## config.mk

```make
export PLATFORM = sky130hd
export DESIGN_NAME = booth_radix4_multiplier
export DESIGN_NICKNAME = d
export VERILOG_FILES = /design/src/rtl/booth_radix4_multiplier.sv
export SDC_FILE = /design/constraint.sdc
export NUM_CORES = 1
export LEC_CHECK = 0
export ABC_AREA = 1
export CAP_MARGIN = 20
export CELL_PAD_IN_SITES_DETAIL_PLACEMENT = 1
export CELL_PAD_IN_SITES_GLOBAL_PLACEMENT = 2
export CORE_MARGIN = 1.5
export CORE_UTILIZATION = 30
export DETAILED_ROUTE_END_ITERATION = 7
export GPL_ROUTABILITY_DRIVEN = 1
export PLACE_DENSITY_LB_ADDON = 0.05
export REMOVE_ABC_BUFFERS = 1
export SLEW_MARGIN = 5
export SYNTH_ARGS = -nofsm -noshare
export SYNTH_HDL_FRONTEND = slang
export SYNTH_SLANG_ARGS = --single-unit
```

## constraint.sdc

```tcl
create_clock -name clk -period 2.7 [get_ports clk]
set_input_delay 0.27 -clock clk [delete_from_list [all_inputs] [get_ports clk]]
set_output_delay 0.27 -clock clk [all_outputs]
set_load 0.1 [all_outputs]
```

## src/rtl/booth_radix4_multiplier.sv

```systemverilog
// Sequential radix-4 Booth multiplier: one recoded digit per cycle, WIDTH/2+1 cycles,
// signed or unsigned operands selected per operation.
module booth_radix4_multiplier #(
    parameter int WIDTH = 16
) (
    input  logic                 clk,
    input  logic                 rst,
    input  logic                 start,
    input  logic                 signed_mode,
    input  logic [WIDTH-1:0]     A,
    input  logic [WIDTH-1:0]     B,
    output logic [2*WIDTH-1:0]   prod,
    output logic                 busy,
    output logic                 done
);

    if ((WIDTH % 2) != 0 || WIDTH < 4) begin : g_bad_width
        $error("booth_radix4_multiplier: WIDTH must be even and >= 4");
    end

    localparam int EW   = WIDTH + 2;
    localparam int UW   = WIDTH + 4;
    localparam int ITER = WIDTH / 2 + 1;
    localparam int CW   = $clog2(ITER);
    localparam logic [CW-1:0] LAST = CW'(ITER - 1);

    typedef enum logic [1:0] {
        S_IDLE,
        S_CALC,
        S_DONE
    } state_t;

    state_t                r_state;
    state_t                w_next;
    logic                  w_busy;

    logic [EW-1:0]         r_m;
    logic [EW-1:0]         r_q;
    logic [UW-1:0]         r_u;
    logic                  r_prev;
    logic [CW-1:0]         r_cnt;
    logic [2*WIDTH-1:0]    r_prod;
    logic                  r_done;

    logic [2:0]            w_sel;
    logic [UW-1:0]         w_m_ext;
    logic [UW-1:0]         w_addend;
    logic [UW-1:0]         w_sum;
    logic signed [UW+EW-1:0] w_cat;
    logic signed [UW+EW-1:0] w_shifted;
    logic [2*WIDTH-1:0]    w_prod;

    // Upper field carries two guard bits beyond the +-2M range so partial sums never wrap.
    assign w_sel   = {r_q[1:0], r_prev};
    assign w_m_ext = {{2{r_m[EW-1]}}, r_m};

    always_comb begin
        w_addend = '0;
        case (w_sel)
            3'b001, 3'b010: w_addend = w_m_ext;
            3'b011:         w_addend = w_m_ext << 1;
            3'b100:         w_addend = -(w_m_ext << 1);
            3'b101, 3'b110: w_addend = -w_m_ext;
            default:        w_addend = '0;
        endcase
    end

    assign w_sum     = r_u + w_addend;
    assign w_cat     = {w_sum, r_q};
    assign w_shifted = w_cat >>> 2;
    assign w_prod    = {r_u[WIDTH-3:0], r_q};

    always_comb begin
        w_next = r_state;
        w_busy = 1'b0;
        case (r_state)
            S_IDLE: begin
                if (start) w_next = S_CALC;
            end
            S_CALC: begin
                w_busy = 1'b1;
                if (r_cnt == LAST) w_next = S_DONE;
            end
            S_DONE: begin
                w_busy = 1'b1;
                w_next = S_IDLE;
            end
            default: w_next = S_IDLE;
        endcase
    end

    always_ff @(posedge clk or posedge rst) begin
        if (rst) r_state <= S_IDLE;
        else     r_state <= w_next;
    end

    always_ff @(posedge clk or posedge rst) begin
        if (rst) begin
            r_m    <= '0;
            r_q    <= '0;
            r_u    <= '0;
            r_prev <= 1'b0;
            r_cnt  <= '0;
            r_prod <= '0;
            r_done <= 1'b0;
        end else begin
            r_done <= (r_state == S_DONE);
            case (r_state)
                S_IDLE: begin
                    if (start) begin
                        r_m    <= signed_mode ? {{2{B[WIDTH-1]}}, B} : {2'b00, B};
                        r_q    <= signed_mode ? {{2{A[WIDTH-1]}}, A} : {2'b00, A};
                        r_u    <= '0;
                        r_prev <= 1'b0;
                        r_cnt  <= '0;
                    end
                end
                S_CALC: begin
                    r_u    <= w_shifted[UW+EW-1:EW];
                    r_q    <= w_shifted[EW-1:0];
                    r_prev <= r_q[1];
                    r_cnt  <= r_cnt + CW'(1);
                end
                S_DONE: r_prod <= w_prod;
                default: ;
            endcase
        end
    end

    assign prod = r_prod;
    assign busy = w_busy;
    assign done = r_done;

endmodule
```

-- Word-level counts from Yosys, hierarchy flattened
Cells that the tools add are included.
- flip-flop bits (word level): 96
- bits of input ports: 36
- output and inout port bits: 34
- add/sub/neg operators: 4
- equal/unequal tests: 11
- multiplexer cells: 15
- reductions and logical operators: 8
- operators with widths (kind ; count):
    20-bit one-hot mux with 4 select lines ; 1
    18-bit two-way mux ; 3
    20-bit negation ; 2
    20-bit one-hot mux with 2 select lines ; 1
    18-bit one-hot mux with 2 select lines ; 1
    20-bit adder ; 1
    20-bit two-way mux ; 1
    3-bit == test (second input constant) ; 3
    4-bit one-hot mux with 2 select lines ; 1
    3-bit by 2-bit == test with 1-bit output (second input constant) ; 2
    2-bit AND reduction ; 3
    2-bit OR reduction ; 3
    4-bit by 1-bit adder with 4-bit output (second input constant) ; 1
    4-bit == test (second input constant) ; 1
    2-bit two-way mux ; 2
    4-bit two-way mux ; 1
    2-bit inequality test (second input constant) ; 2
    2-bit one-hot mux with 2 select lines ; 1
    3-bit by 1-bit == test with 1-bit output (second input constant) ; 1
    2-bit by 1-bit == test with 1-bit output (second input constant) ; 1
    2-bit == test (second input constant) ; 1
    2-bit logical NOT ; 1
    1-bit two-way mux ; 2
    1-bit one-hot mux with 2 select lines ; 1
    2-bit nonzero test ; 1

-- Logic depth before layout (Yosys ltp)
- word-level depth: 5
- mapped depth: 22
- gate-level depth less buffers: 22

-- Worst setup path before layout
Ideal clock, no wire load.
- path type: flip-flop to flip-flop
- start point: register r_m[1]
- end point: register r_u[16]
- setup time: 0.117 ns
- arrival: 2.523 ns
- required time: 2.583 ns
- setup slack: 0.060 ns
- cell stages (with the launch flop): 17
- buffers on the path: 0
- cells stage by stage: dfrtp_1 inv_1 ha_1 nand2_4 nor3_1 xor2_1 inv_1 nand2_1 o2111ai_1 ha_1 a21oi_1 a21boi_0 nor2_1 nor2_1 nand3b_1 nand3_1 nand2_1
- word-level cells in the longest chain between the ends: 4
- ends and longest elaborated chain (element ; line ; RTL):
    from (decl) ; 37 ; logic [EW-1:0] r_m;
    from (signal assigned) ; 111 ; r_m <= signed_mode ? {{2{B[WIDTH-1]}}, B} : {2'b00, B};
    20-bit negation (on tied branches) ; 63, 62 ;
    20-bit one-hot mux with 4 select lines * ; 59 ; case (w_sel)
    20-bit adder * ; 68 ; assign w_sum = r_u + w_addend;
    20-bit one-hot mux with 2 select lines * ; 108 ; case (r_state)
    to (signal assigned) ; 119 ; r_u <= w_shifted[UW+EW-1:EW];
    to (decl) ; 39 ; logic [UW-1:0] r_u;
Every way passes the cells marked *; elsewhere a longest branch is shown, timed or not.
A chain may end at the register's enable or synchronous reset.

-- Worst setup path in the final report
- start point: register r_m[2]
- end point: register r_u[16]
Same word-level chain as after synthesis.

==> flow_summary.ini <==
[sta]
drv_slew = 0
slew_headroom = 0.370
hold_violations = 0
rsz0062_at_grt = yes
setup-violations-final = 10
fmax_ghz = 0.358
fin_skew_ns = 0.0128
fin_crit_ns = 2.79
period_share = 1.03
worst_pin_slew_ns = 0.939
worst_slack_ns = -0.0928

[worst_setup_path]
cp_cell_sequence = nor2_4 > nand2_8 > nor2_8 > nand2_4 > nor2_4 > nand3_2 > xor2_1 > inv_1 > nand2_1 > nand3b_1 > ha_4 > buf_6 > nand4_1 > nor3_2 > nand2_1 > nand2_1 > nand2_1 > nand3_2 > nand2_1
r2r_slack_ns = -0.09
cpMostUsedCell = nand2_1
worst-setup-path-type = reg -> reg
required_ns = 2.95
critPathBufInv = 2
r2r-end = r_u[16]
cp.arrival_ns = 3.04
r2r_start = r_m[2]
reg2regPathDepth = 19
cpPeakStageDelay_ns = 0.44
cp_max_fo = 3
end_kind = flip-flop
cpLargestDelayFamily = simple AND/OR/NAND/NOR gates
cp-start-kind = flip-flop
critPathSlowestCell = dfrtp_1

[synthesis]
ys_ff_latch = 93
synth_common_cells = 157 x nand2_1, 93 x dfrtp_1, 89 x inv_1
synth-main-ff-cell = dfrtp_1
yosysWarningCount = 0
synthesis.instances = 724
synthDistinctLibCells = 41
synth_area_sq_mm = 0.00560
ys_seq_area_frac = 0.416
avgSynthCellArea_sq_um = 7.74
synth_edf_count = 0
yosysTopAreaCell = dfrtp_1
synth_top_area_share = 0.416
yosysMostFrequentCell = nand2_1
synth_area_leaders = dfrtp_1 42%, nand2_1 11%, inv_1 6.0%
async_flop_share = 1.00

[grt]
grt_pass1_vias = 5701
grt_max_degree = 76
overflow = 0
antenna_found_initial = 0
grt_use_total = 0.189
grt_pass1_wl_um = 29400

[detailed_routing]
ant_nets = 0
dr_total_vias = 5384
drtIter0Drc = 197
drc = 5
first_pass_iters = 6
wl_um = 18300
post_drt_wl_per_cell_um = 16.4
via_per_inst = 4.82

[floorplan]
rows = 49
core_sq_mm = 0.0181
initial_core_util = 0.309
die_width_um = 140
die-area_sq_mm = 0.0195
fp.dieH_um = 140
pin_count = 70

[finish]
final_util = 0.458
fin_nets = 944
n_antenna_cell = 0
area_growth_pct = 48.3
drive_gt1_frac = 0.345

[run_status]
status = finished with violations
violations = design-rule violations, negative setup slack

[cts]
ctsHoldBuffers = 0
numCtsBuffers = 9
ctsHtreeMaxLevel = 3
clk_latency_ns = 0.36
ctsLongestPathBuffers = 2
clkSinkCount = 93
cts_root_buffer = clkbuf_16
cts_tree = built
path_clk_slew_ns = 0.08

[run]
maxCapViolations = 0

[placement]
hpwlAfterDp_um = 13000
finalWeightedCongestion = 0.789
port_buffers = 69

[worst_hold_path]
hold_path.class = in -> async
through the flow:
step	std cells	TNS (ns)	hold slack, ns	cell area, sq um	setup WS, ns
after detailed placement	1070	-3.42	0.498	6950	-0.475
after global placement	1070	-2.58	0.489	6950	-0.394
after CTS	1091	-1.07	0.198	7550	-0.120
after global routing	1116	-3.09	0.215	8310	-0.334
after floorplan	702	0	0.391	5510	0.00969
final	1116	-0.375	0.199	8310	-0.0928
timing repair:
action,4_1_cts,5_1_grt
cloned,0,0
pin swaps,24,69
buffers inserted,5,25
gates resized for setup,62,134
endpoints found under the setup margin,13,14
layout by cell type, fill, tap and decap left out, drive strengths merged, types with 6 or more instances in the layout:
cell type and n:
o211ai 16, o21ai 61, nand2 161, nor2 79, inv 99, nand3 37
xor2 13, clkdlybuf4s50 35, nand4 8, ha 25, clkbuf 10, buf 134
mux2 6, a21oi 62, o22ai 14, dfrtp 93, o2111ai 6
kinds of logic (layout without fill, tap and decap cells):
family,after synthesis,count (layout),synth area share
AOI/OAI and AO/OA,173,173,0.179
and+or+nand+nor,295,295,0.231
xor gates and xnor gates,15,15,0.0235
buffers and inverters,116,279,0.0798
muxes,6,6,0.0121
DFF,93,93,0.416
adders and majority gates,26,26,0.0594
cell type report:
type | count | area, sq um
fill | 2155 | 9840
inverter | 94 | 365
timing repair buffer | 169 | 1450
clock buffer | 10 | 229
tap | 229 | 287
sequential | 93 | 2330
multi-input combinational | 515 | 3590
clock inverter | 6 | 60.1
worst max path at each step:
stage	cells past startpoint	end	slack (ns)	from
floorplan	1	done	0.01	rst
global placement	18	r_u[15]	-0.39	r_m[0]
detailed placement	18	r_u[15]	-0.47	r_m[0]
CTS	19	r_u[13]	-0.12	r_m[0]
global route	21	r_u[18]	-0.33	r_m[2]
finish	19	r_u[16]	-0.09	r_m[2]
flip-flops by register name, summed over array words and instances, names as in the netlist:
signal   count
r_prev       1
r_u         18
r_q         18
done         1
prod        32
r_cnt        4
r_m         17
r_state      2
metal layers:
| metal | vias up | GRT usage | part of all wire |
|---|---|---|---|
| met5 | - | 0 | 0 |
| met1 | 2621 | 0.259 | 0.48 |
| met4 | 0 | 0.0416 | 0.0087 |
| li1 | 2706 | - | - |
| met2 | 45 | 0.317 | 0.49 |
| met3 | 12 | 0.0299 | 0.021 |
Power is left out: the tool's default activity adds up to more than one toggle a clock period on the data nets, which glitch-free logic cannot reach.
